File: src/rtl/traffic_collision_monitor_pkg.sv
// Shared types and constants for the traffic collision monitor: object-state
// vector layout, transparency colour, screen height and FSM states.
package traffic_collision_monitor_pkg;

    localparam int IMG_ID     = 0;
    localparam int X          = 1;
    localparam int Y          = 2;
    localparam int W          = 3;
    localparam int H          = 4;
    localparam int NUM_FIELDS = 5;
    localparam int FIELD_W    = 11;

    localparam logic [7:0]  MASK_VALUE = 8'h62;
    localparam logic [10:0] SCREEN_H   = 11'd480;

    typedef logic [NUM_FIELDS-1:0][FIELD_W-1:0] obj_state_t;

    typedef enum logic [1:0] {
        IDLE,
        SCAN,
        REPORT,
        COOLDOWN
    } fsm_state_t;

    function automatic obj_state_t make_obj(input logic [10:0] img_id,
                                            input logic [10:0] x,
                                            input logic [10:0] y,
                                            input logic [10:0] w,
                                            input logic [10:0] h);
        obj_state_t o;
        o[IMG_ID] = img_id;
        o[X]      = x;
        o[Y]      = y;
        o[W]      = w;
        o[H]      = h;
        return o;
    endfunction

endpackage

File: src/rtl/traffic_collision_monitor_if.sv
// Sprite-object bus: per-frame object state vectors and per-pixel colours
// produced by the car and player objects.
interface traffic_collision_monitor_if
    import traffic_collision_monitor_pkg::*;
#(
    parameter int NUM_CARS = 4
) ();

    logic       frame_start;
    obj_state_t car_states [NUM_CARS];
    obj_state_t player_state;
    logic [7:0] car_colors [NUM_CARS];
    logic [7:0] player_color;

    modport master (
        output frame_start,
        output car_states,
        output player_state,
        output car_colors,
        output player_color
    );

    modport slave (
        input frame_start,
        input car_states,
        input player_state,
        input car_colors,
        input player_color
    );

endinterface

File: src/rtl/traffic_collision_monitor_car_overlap_check.sv
// Combinational bounding-box overlap test between the player and one car.
// Touching edges do not overlap; empty or offscreen cars never overlap.
module car_overlap_check
    import traffic_collision_monitor_pkg::*;
(
    input  obj_state_t player,
    input  obj_state_t car,
    output logic       overlap
);

    logic [11:0] px, py, pw, ph;
    logic [11:0] cx, cy, cw, ch;
    logic        car_valid;
    logic        x_hit;
    logic        y_hit;
    logic        unused_img;

    // Widen to 12 bits so position + size can never wrap.
    assign px = {1'b0, player[X]};
    assign py = {1'b0, player[Y]};
    assign pw = {1'b0, player[W]};
    assign ph = {1'b0, player[H]};
    assign cx = {1'b0, car[X]};
    assign cy = {1'b0, car[Y]};
    assign cw = {1'b0, car[W]};
    assign ch = {1'b0, car[H]};

    assign car_valid = (car[W] != '0) && (car[H] != '0) && (car[Y] < SCREEN_H);
    assign x_hit     = (px < cx + cw) && (cx < px + pw);
    assign y_hit     = (py < cy + ch) && (cy < py + ph);
    assign overlap   = car_valid && x_hit && y_hit;

    assign unused_img = ^{player[IMG_ID], car[IMG_ID]};

endmodule

File: src/rtl/traffic_collision_monitor.sv
// Object compositor and player/car collision monitor: pixel hits are gated by
// a bounding-box scan once per frame, one report per crash, then a cooldown.
module traffic_collision_monitor
    import traffic_collision_monitor_pkg::*;
#(
    parameter int NUM_CARS        = 4,
    parameter int COOLDOWN_FRAMES = 60
) (
    input  logic                         clk,
    input  logic                         resetN,
    traffic_collision_monitor_if.slave   obj,
    output logic [7:0]                   output_color,
    output logic                         draw_request,
    output logic                         collision_pulse,
    output logic [2:0]                   collision_car_id,
    output logic                         crash_active
);

    localparam logic [2:0] LAST_IDX      = 3'(NUM_CARS - 1);
    localparam logic [7:0] COOLDOWN_INIT = 8'(COOLDOWN_FRAMES);

    logic [7:0]          comp_color;
    logic                comp_draw;
    logic [NUM_CARS-1:0] new_hits;
    logic [NUM_CARS-1:0] hit_pending;
    logic [NUM_CARS-1:0] hit_latched;

    fsm_state_t          state;
    obj_state_t          car_snap [NUM_CARS];
    obj_state_t          player_snap;
    obj_state_t          sel_car;
    logic                sel_latched;
    logic                sel_overlap;
    logic [2:0]          scan_idx;
    logic [2:0]          hit_id;
    logic                hit_found;
    logic [7:0]          cooldown_cnt;

    always_comb begin
        // NOTE: every always_comb output gets a default first, so no path can
        // leave it unassigned and infer a latch.
        comp_color = MASK_VALUE;
        comp_draw  = 1'b0;
        // Walk from lowest priority up so the highest-priority opaque source wins.
        for (int i = NUM_CARS - 1; i >= 0; i--) begin
            if (obj.car_colors[i] != MASK_VALUE) begin
                comp_color = obj.car_colors[i];
                comp_draw  = 1'b1;
            end
        end
        if (obj.player_color != MASK_VALUE) begin
            comp_color = obj.player_color;
            comp_draw  = 1'b1;
        end
    end

    always_comb begin
        new_hits = '0;
        for (int i = 0; i < NUM_CARS; i++) begin
            new_hits[i] = (obj.player_color != MASK_VALUE) &&
                          (obj.car_colors[i] != MASK_VALUE);
        end
    end

    // NOTE: sequential state is written only with non-blocking assignments so
    // every register samples the pre-edge values of its inputs.
    always_ff @(posedge clk or negedge resetN) begin
        if (!resetN) begin
            output_color <= MASK_VALUE;
            draw_request <= 1'b0;
        end else begin
            output_color <= comp_color;
            draw_request <= comp_draw;
        end
    end

    // Hits raised in the frame_start cycle belong to the new frame.
    always_ff @(posedge clk or negedge resetN) begin
        if (!resetN) begin
            hit_pending <= '0;
            hit_latched <= '0;
        end else if (obj.frame_start) begin
            hit_latched <= hit_pending;
            hit_pending <= new_hits;
        end else begin
            hit_pending <= hit_pending | new_hits;
        end
    end

    always_comb begin
        sel_car     = '0;
        sel_latched = 1'b0;
        for (int i = 0; i < NUM_CARS; i++) begin
            if (scan_idx == 3'(i)) begin
                sel_car     = car_snap[i];
                sel_latched = hit_latched[i];
            end
        end
    end

    car_overlap_check u_overlap (
        .player  (player_snap),
        .car     (sel_car),
        .overlap (sel_overlap)
    );

    always_ff @(posedge clk or negedge resetN) begin
        if (!resetN) begin
            state            <= IDLE;
            scan_idx         <= '0;
            hit_id           <= '0;
            hit_found        <= 1'b0;
            cooldown_cnt     <= '0;
            collision_pulse  <= 1'b0;
            collision_car_id <= '0;
            crash_active     <= 1'b0;
            player_snap      <= '0;
            // NOTE: the snapshot array is a few flops, not a RAM, so it is
            // cleared on reset like every other register.
            for (int i = 0; i < NUM_CARS; i++) begin
                car_snap[i] <= '0;
            end
        end else begin
            collision_pulse <= 1'b0;
            case (state)
                IDLE: begin
                    if (obj.frame_start) begin
                        for (int i = 0; i < NUM_CARS; i++) begin
                            car_snap[i] <= obj.car_states[i];
                        end
                        player_snap <= obj.player_state;
                        scan_idx    <= '0;
                        hit_found   <= 1'b0;
                        state       <= SCAN;
                    end
                end
                SCAN: begin
                    if (sel_latched && sel_overlap && !hit_found) begin
                        hit_found <= 1'b1;
                        hit_id    <= scan_idx;
                    end
                    if (scan_idx == LAST_IDX) begin
                        state <= REPORT;
                    end else begin
                        scan_idx <= scan_idx + 3'd1;
                    end
                end
                REPORT: begin
                    if (hit_found) begin
                        collision_pulse  <= 1'b1;
                        collision_car_id <= hit_id;
                        crash_active     <= 1'b1;
                        cooldown_cnt     <= COOLDOWN_INIT;
                        state            <= COOLDOWN;
                    end else begin
                        state <= IDLE;
                    end
                end
                COOLDOWN: begin
                    if (obj.frame_start) begin
                        if (cooldown_cnt <= 8'd1) begin
                            cooldown_cnt <= '0;
                            crash_active <= 1'b0;
                            state        <= IDLE;
                        end else begin
                            cooldown_cnt <= cooldown_cnt - 8'd1;
                        end
                    end
                end
                default: state <= IDLE;
            endcase
        end
    end

endmodule

File: src/flat_wrapper.sv
// flat-port wrapper written by rule: the top's interface ports become plain ports
module traffic_collision_monitor_flat import traffic_collision_monitor_pkg::*;
#(
    parameter int NUM_CARS        = 4,
    parameter int COOLDOWN_FRAMES = 60
)
  (clk, resetN, output_color, draw_request, collision_pulse, collision_car_id, crash_active, obj_frame_start, obj_car_states, obj_player_state, obj_car_colors, obj_player_color);
  traffic_collision_monitor_if #(.NUM_CARS(NUM_CARS)) obj_i ();
  input  logic clk;
  input  logic resetN;
  output logic [7:0] output_color;
  output logic draw_request;
  output logic collision_pulse;
  output logic [2:0] collision_car_id;
  output logic crash_active;
  input wire logic [$bits(obj_i.frame_start)-1:0] obj_frame_start;
  input wire logic [$bits(obj_i.car_states)-1:0] obj_car_states;
  input wire logic [$bits(obj_i.player_state)-1:0] obj_player_state;
  input wire logic [$bits(obj_i.car_colors)-1:0] obj_car_colors;
  input wire logic [$bits(obj_i.player_color)-1:0] obj_player_color;
  assign obj_i.frame_start = obj_frame_start;
  assign obj_i.car_states = {>>{obj_car_states}};
  assign obj_i.player_state = obj_player_state;
  assign obj_i.car_colors = {>>{obj_car_colors}};
  assign obj_i.player_color = obj_player_color;
  traffic_collision_monitor #(.NUM_CARS(NUM_CARS), .COOLDOWN_FRAMES(COOLDOWN_FRAMES)) u_core (.clk(clk), .resetN(resetN), .obj(obj_i), .output_color(output_color), .draw_request(draw_request), .collision_pulse(collision_pulse), .collision_car_id(collision_car_id), .crash_active(crash_active));
endmodule
File: config.mk
export PLATFORM = sky130hd
export DESIGN_NAME = traffic_collision_monitor_flat
export DESIGN_NICKNAME = d
export VERILOG_FILES = /design/src/rtl/traffic_collision_monitor_pkg.sv /design/src/rtl/traffic_collision_monitor_if.sv /design/src/rtl/traffic_collision_monitor_car_overlap_check.sv /design/src/rtl/traffic_collision_monitor.sv /design/src/flat_wrapper.sv
export SDC_FILE = /design/constraint.sdc
export NUM_CORES = 1
export LEC_CHECK = 0
export BUFFER_PORTS_ARGS = -buffer_cell sky130_fd_sc_hd__buf_4
export CAP_MARGIN = 0
export CORE_UTILIZATION = 35
export DETAILED_ROUTE_END_ITERATION = 7
export GPL_TIMING_DRIVEN = 0
export SYNTH_ARGS = -nofsm -noshare
export SYNTH_HDL_FRONTEND = slang
export SYNTH_SLANG_ARGS = --single-unit
File: constraint.sdc
create_clock -name clk -period 17.9 [get_ports clk]
set_clock_uncertainty 0.1 [all_clocks]
set_input_delay 2.685 -clock clk [delete_from_list [all_inputs] [get_ports clk]]
set_output_delay 2.685 -clock clk [all_outputs]
set_load 0.01 [all_outputs]
==> impl_metrics.py <==
metrics = {
    "timing": {
        "layout_min_cycle_time_ns": 7.51,
        "finalSetupViolations": 0,
        "hold_viol": 0,
        "grt_setup_unrepaired": "false",
        "slew_violations": 0,
        "slew_headroom_pct": 29.8,
        "whs_ns": 0.373,
        "max_freq_mhz": 133,
        "period_share_pct": 41.9,
        "worst_pin_slew_ns": 1.04,
        "finalSetupTns_ns": 0,
    },
    "synthesis": {
        "avgSynthCellArea_um2": 11.6,
        "syn_area_um2": 14100,
        "synth-seq-cells": 259,
        "synth_ff_type": "dfrtp_1",
        "synthCells": 1210,
        "synth-edff-count": 0,
        "synth_nets": 1623,
        "async_flop_share_pct": 100,
        "ys_types": 69,
        "yosys_warnings": 0,
        "ys_seq_area_share_pct": 46.2,
    },
    "setup_path": {
        "rrSetupSlack_ns": 10.39,
        "worstSetupStartpointType": "register",
        "path_class": "register to register",
        "r2r_cells": 21,
        "r2r_end": "u_core.hit_id[0]$_DFFE_PN0P_",
        "worstPathArrival_ns": 7.88,
        "cp_max_fo": 10,
        "crit_start": "u_core.scan_idx[0]$_DFFE_PN0P_",
        "critPathCaptureType": "register",
        "cp.required_ns": 18.28,
        "r2r-start": "u_core.scan_idx[0]$_DFFE_PN0P_",
    },
    "floorplanning": {
        "die_h_um": 202,
        "num_rows": 73,
        "core_area_um2": 39600,
        "start_util_pct": 35.4,
        "die_area_um2": 41000,
        "pin_count": 332,
        "die_w_um": 202,
    },
    "worst_hold_path": {
        "min_path_cells": 2,
        "worstHoldPathType": "register to register",
        "min_from": "u_core.hit_id[2]$_DFFE_PN0P_",
        "min_to": "u_core.collision_car_id[2]$_DFFE_PN0P_",
    },
    "routing": {
        "drt-total-wl_um": 44300,
        "ant_nets": 0,
        "dr.pass1.iters": 5,
        "drc_errors": 0,
        "drtIter0Drc": 510,
        "num_vias": 11000,
        "routed_via_density": 5.29,
        "wire_per_inst_um": 21.3,
    },
    "layout": {
        "seqCellArea_um2": 6480,
        "final_common_cell": "buf_4",
        "drive_gt1_share_pct": 37.5,
        "layout.nets": 1934,
        "syn_to_final_growth_pct": 28.0,
        "stdcell_area_um2": 18000,
        "layout_common_cells": "buf_4 (276), dfrtp_1 (256), mux2_2 (228)",
        "multi_input_comb_area_um2": 7190,
        "fill_cells": 3785,
    },
    "clock_tree": {
        "cts_sinks": 259,
        "cts_tree": "built",
        "cts_resized": 0,
        "clk_path_buf_depth": 3,
        "hold_buffers": 0,
        "cts_htree_levels": 1,
        "insertion_delay_ns": 0.59,
        "post_cts_buffers": 0,
        "cts_made_buffers": 31,
        "cts_root_buffer": "clkbuf_16",
        "cts.reportedPaths.clkPinSlew_ns": 0.06,
    },
    "global_routing": {
        "grt_pass1_vias": 11400,
        "grt_start_max_net_pins": 114,
        "grt_pass1_wl_um": 67200,
        "grt-ovfl-total": 0,
        "antenna_found_initial": 7,
        "grt.total_usage_pct": 21.7,
    },
    "power_and_ir_drop": {
        "ir_worst_vdd_uv": 116,
        "p_leak_nw": 8.06,
        "power.share.clock_pct": 17.2,
        "power_density_nw_per_um2": 223,
        "swShare_pct": 41.5,
        "intPower_w": 0.00235,
        "power_switching_w": 0.00166,
        "seqPwrFrac_pct": 26.2,
        "p_comb_share_pct": 56.5,
    },
    "place": {
        "place_hpwl_um": 34600,
        "gp_congestion": 0.836,
        "place_area_um2": 16800,
        "port_buffers": 276,
    },
    "status": {
        "status": "finished, final reports clean",
    },
    "flow_run": {
        "cap_violations": 0,
    },
}
-- worst max-delay path: stages (launching register included) --
cell and delay [ns]:
dfrtp_1 0.45, inv_1 0.11, ha_1 0.25, inv_1 0.29
clkbuf_1 0.56, clkbuf_1 0.63, o21ai_0 0.44, o21ai_0 0.72
ha_1 0.39, a211oi_1 0.28, nor2_1 0.09, or4_1 0.44
a31oi_1 0.30, o21ai_0 0.17, xnor2_1 0.20, ha_1 0.27
a2111oi_0 0.42, o21ai_0 0.15, o21ai_0 0.21, o21ai_1 0.14
nor4_4 0.40, mux2_2 0.38
-- worst max-delay path by stage --
stage          cells after the start                            to  slack [ns]
6_report                          21  u_core.hit_id[0]$_DFFE_PN0P_       10.39
5_1_grt                           21  u_core.hit_id[0]$_DFFE_PN0P_        9.92
4_1_cts                           21  u_core.hit_id[0]$_DFFE_PN0P_       10.32
3_5_place_dp                      21  u_core.hit_id[0]$_DFFE_PN0P_       10.37
3_3_place_gp                      21  u_core.hit_id[0]$_DFFE_PN0P_       10.43
2_1_floorplan                     25  u_core.hit_id[0]$_DFFE_PN0P_       12.25
-- sequential cells by signal, summed over array words and instances, names as in the netlist, 2 cells and up --
name,cells
u_core.cooldown_cnt,8
u_core.car_snap,176
u_core.state,2
u_core.hit_latched,4
u_core.hit_pending,4
u_core.output_color,8
u_core.player_snap,44
u_core.collision_car_id,3
u_core.hit_id,3
u_core.scan_idx,3
-- stage by stage --
step | utilization (%) | std cells | worst slack [ns] | total power (W)
after floorplan | - | 1210 | 12.25 | 0.00266
after global placement | 42.3 | 2011 | 10.43 | 0.00325
after detailed placement | 42.5 | 2013 | 10.37 | 0.00331
after CTS | 45.3 | 2071 | 10.32 | 0.00403
after global routing | 45.4 | 2074 | 9.92 | 0.00436
final | 45.4 | 2078 | 10.39 | 0.00401
-- kinds of logic (layout without fill, tap and decap cells) --
| family | count (synthesis) | after routing | share of synthesized area, % |
|---|---|---|---|
| compound gates | 315 | 315 | 15.0 |
| flops | 259 | 259 | 46.2 |
| mux | 228 | 228 | 18.3 |
| simple gates | 191 | 191 | 7.03 |
| fa+ha+maj | 95 | 95 | 8.67 |
| buf+inv | 87 | 423 | 2.68 |
| xor+xnor | 35 | 35 | 2.18 |
| other cells | 0 | 7 | 0 |
-- synth_stat cells (all sizes together), types with 7 or more instances --
library cell / n / area, µm²
a22oi: 7 / 57.6
mux2: 228 / 2570
nand3b: 10 / 75.1
nand2b: 14 / 87.6
o21bai: 9 / 67.6
a2bb2oi: 8 / 70.1
a21oi: 60 / 300
o21ai: 101 / 505
a221o: 23 / 230
a211oi: 10 / 75.1
buf: 12 / 93.8
dfrtp: 256 / 6410
ha: 91 / 1140
nand2: 69 / 259
xor2: 17 / 149
clkbuf: 47 / 178
nor3: 8 / 40.0
a21o: 29 / 218
inv: 28 / 105
nor2: 39 / 146
xnor2: 18 / 158
nor4: 7 / 58.8
a22o: 18 / 158
nand3: 10 / 50.1
a221oi: 8 / 70.1
-- layout make-up --
| type | count | share of cell area (%) |
|---|---|---|
| Sequential cell | 259 | 36.1 |
| Buffer | 59 | 1.51 |
| Clock buffer | 38 | 4.68 |
| Antenna cell | 7 | 0.0974 |
| Timing Repair Buffer | 278 | 11.9 |
| Inverter | 28 | 0.584 |
| Multi-Input combinational cell | 864 | 40.0 |
| Clock inverter | 20 | 1.59 |
| Tap cell | 525 | 3.65 |
-- power by group through the flow --
stage,combinational [W],clock (W),sequential [W]
after floorplan,0.00167,0,0.000991
after global placement,0.00220,0,0.00105
after detailed placement,0.00225,0,0.00106
after CTS,0.00227,0.000708,0.00105
after global routing,0.00254,0.000730,0.00109
final,0.00226,0.000690,0.00105
-- routing by layer --
metal  vias up  wire length, µm  share of wire, %  track usage, %
met2       340            20000                45            34.4
li1       5149                -                 -               -
met4         0             1650               3.7            8.08
met5         -                0                 0               0
met3        80             2610               5.9            4.90
met1      5429            20000                45            28.9
Note: power is estimated with default switching activity, not from simulation.
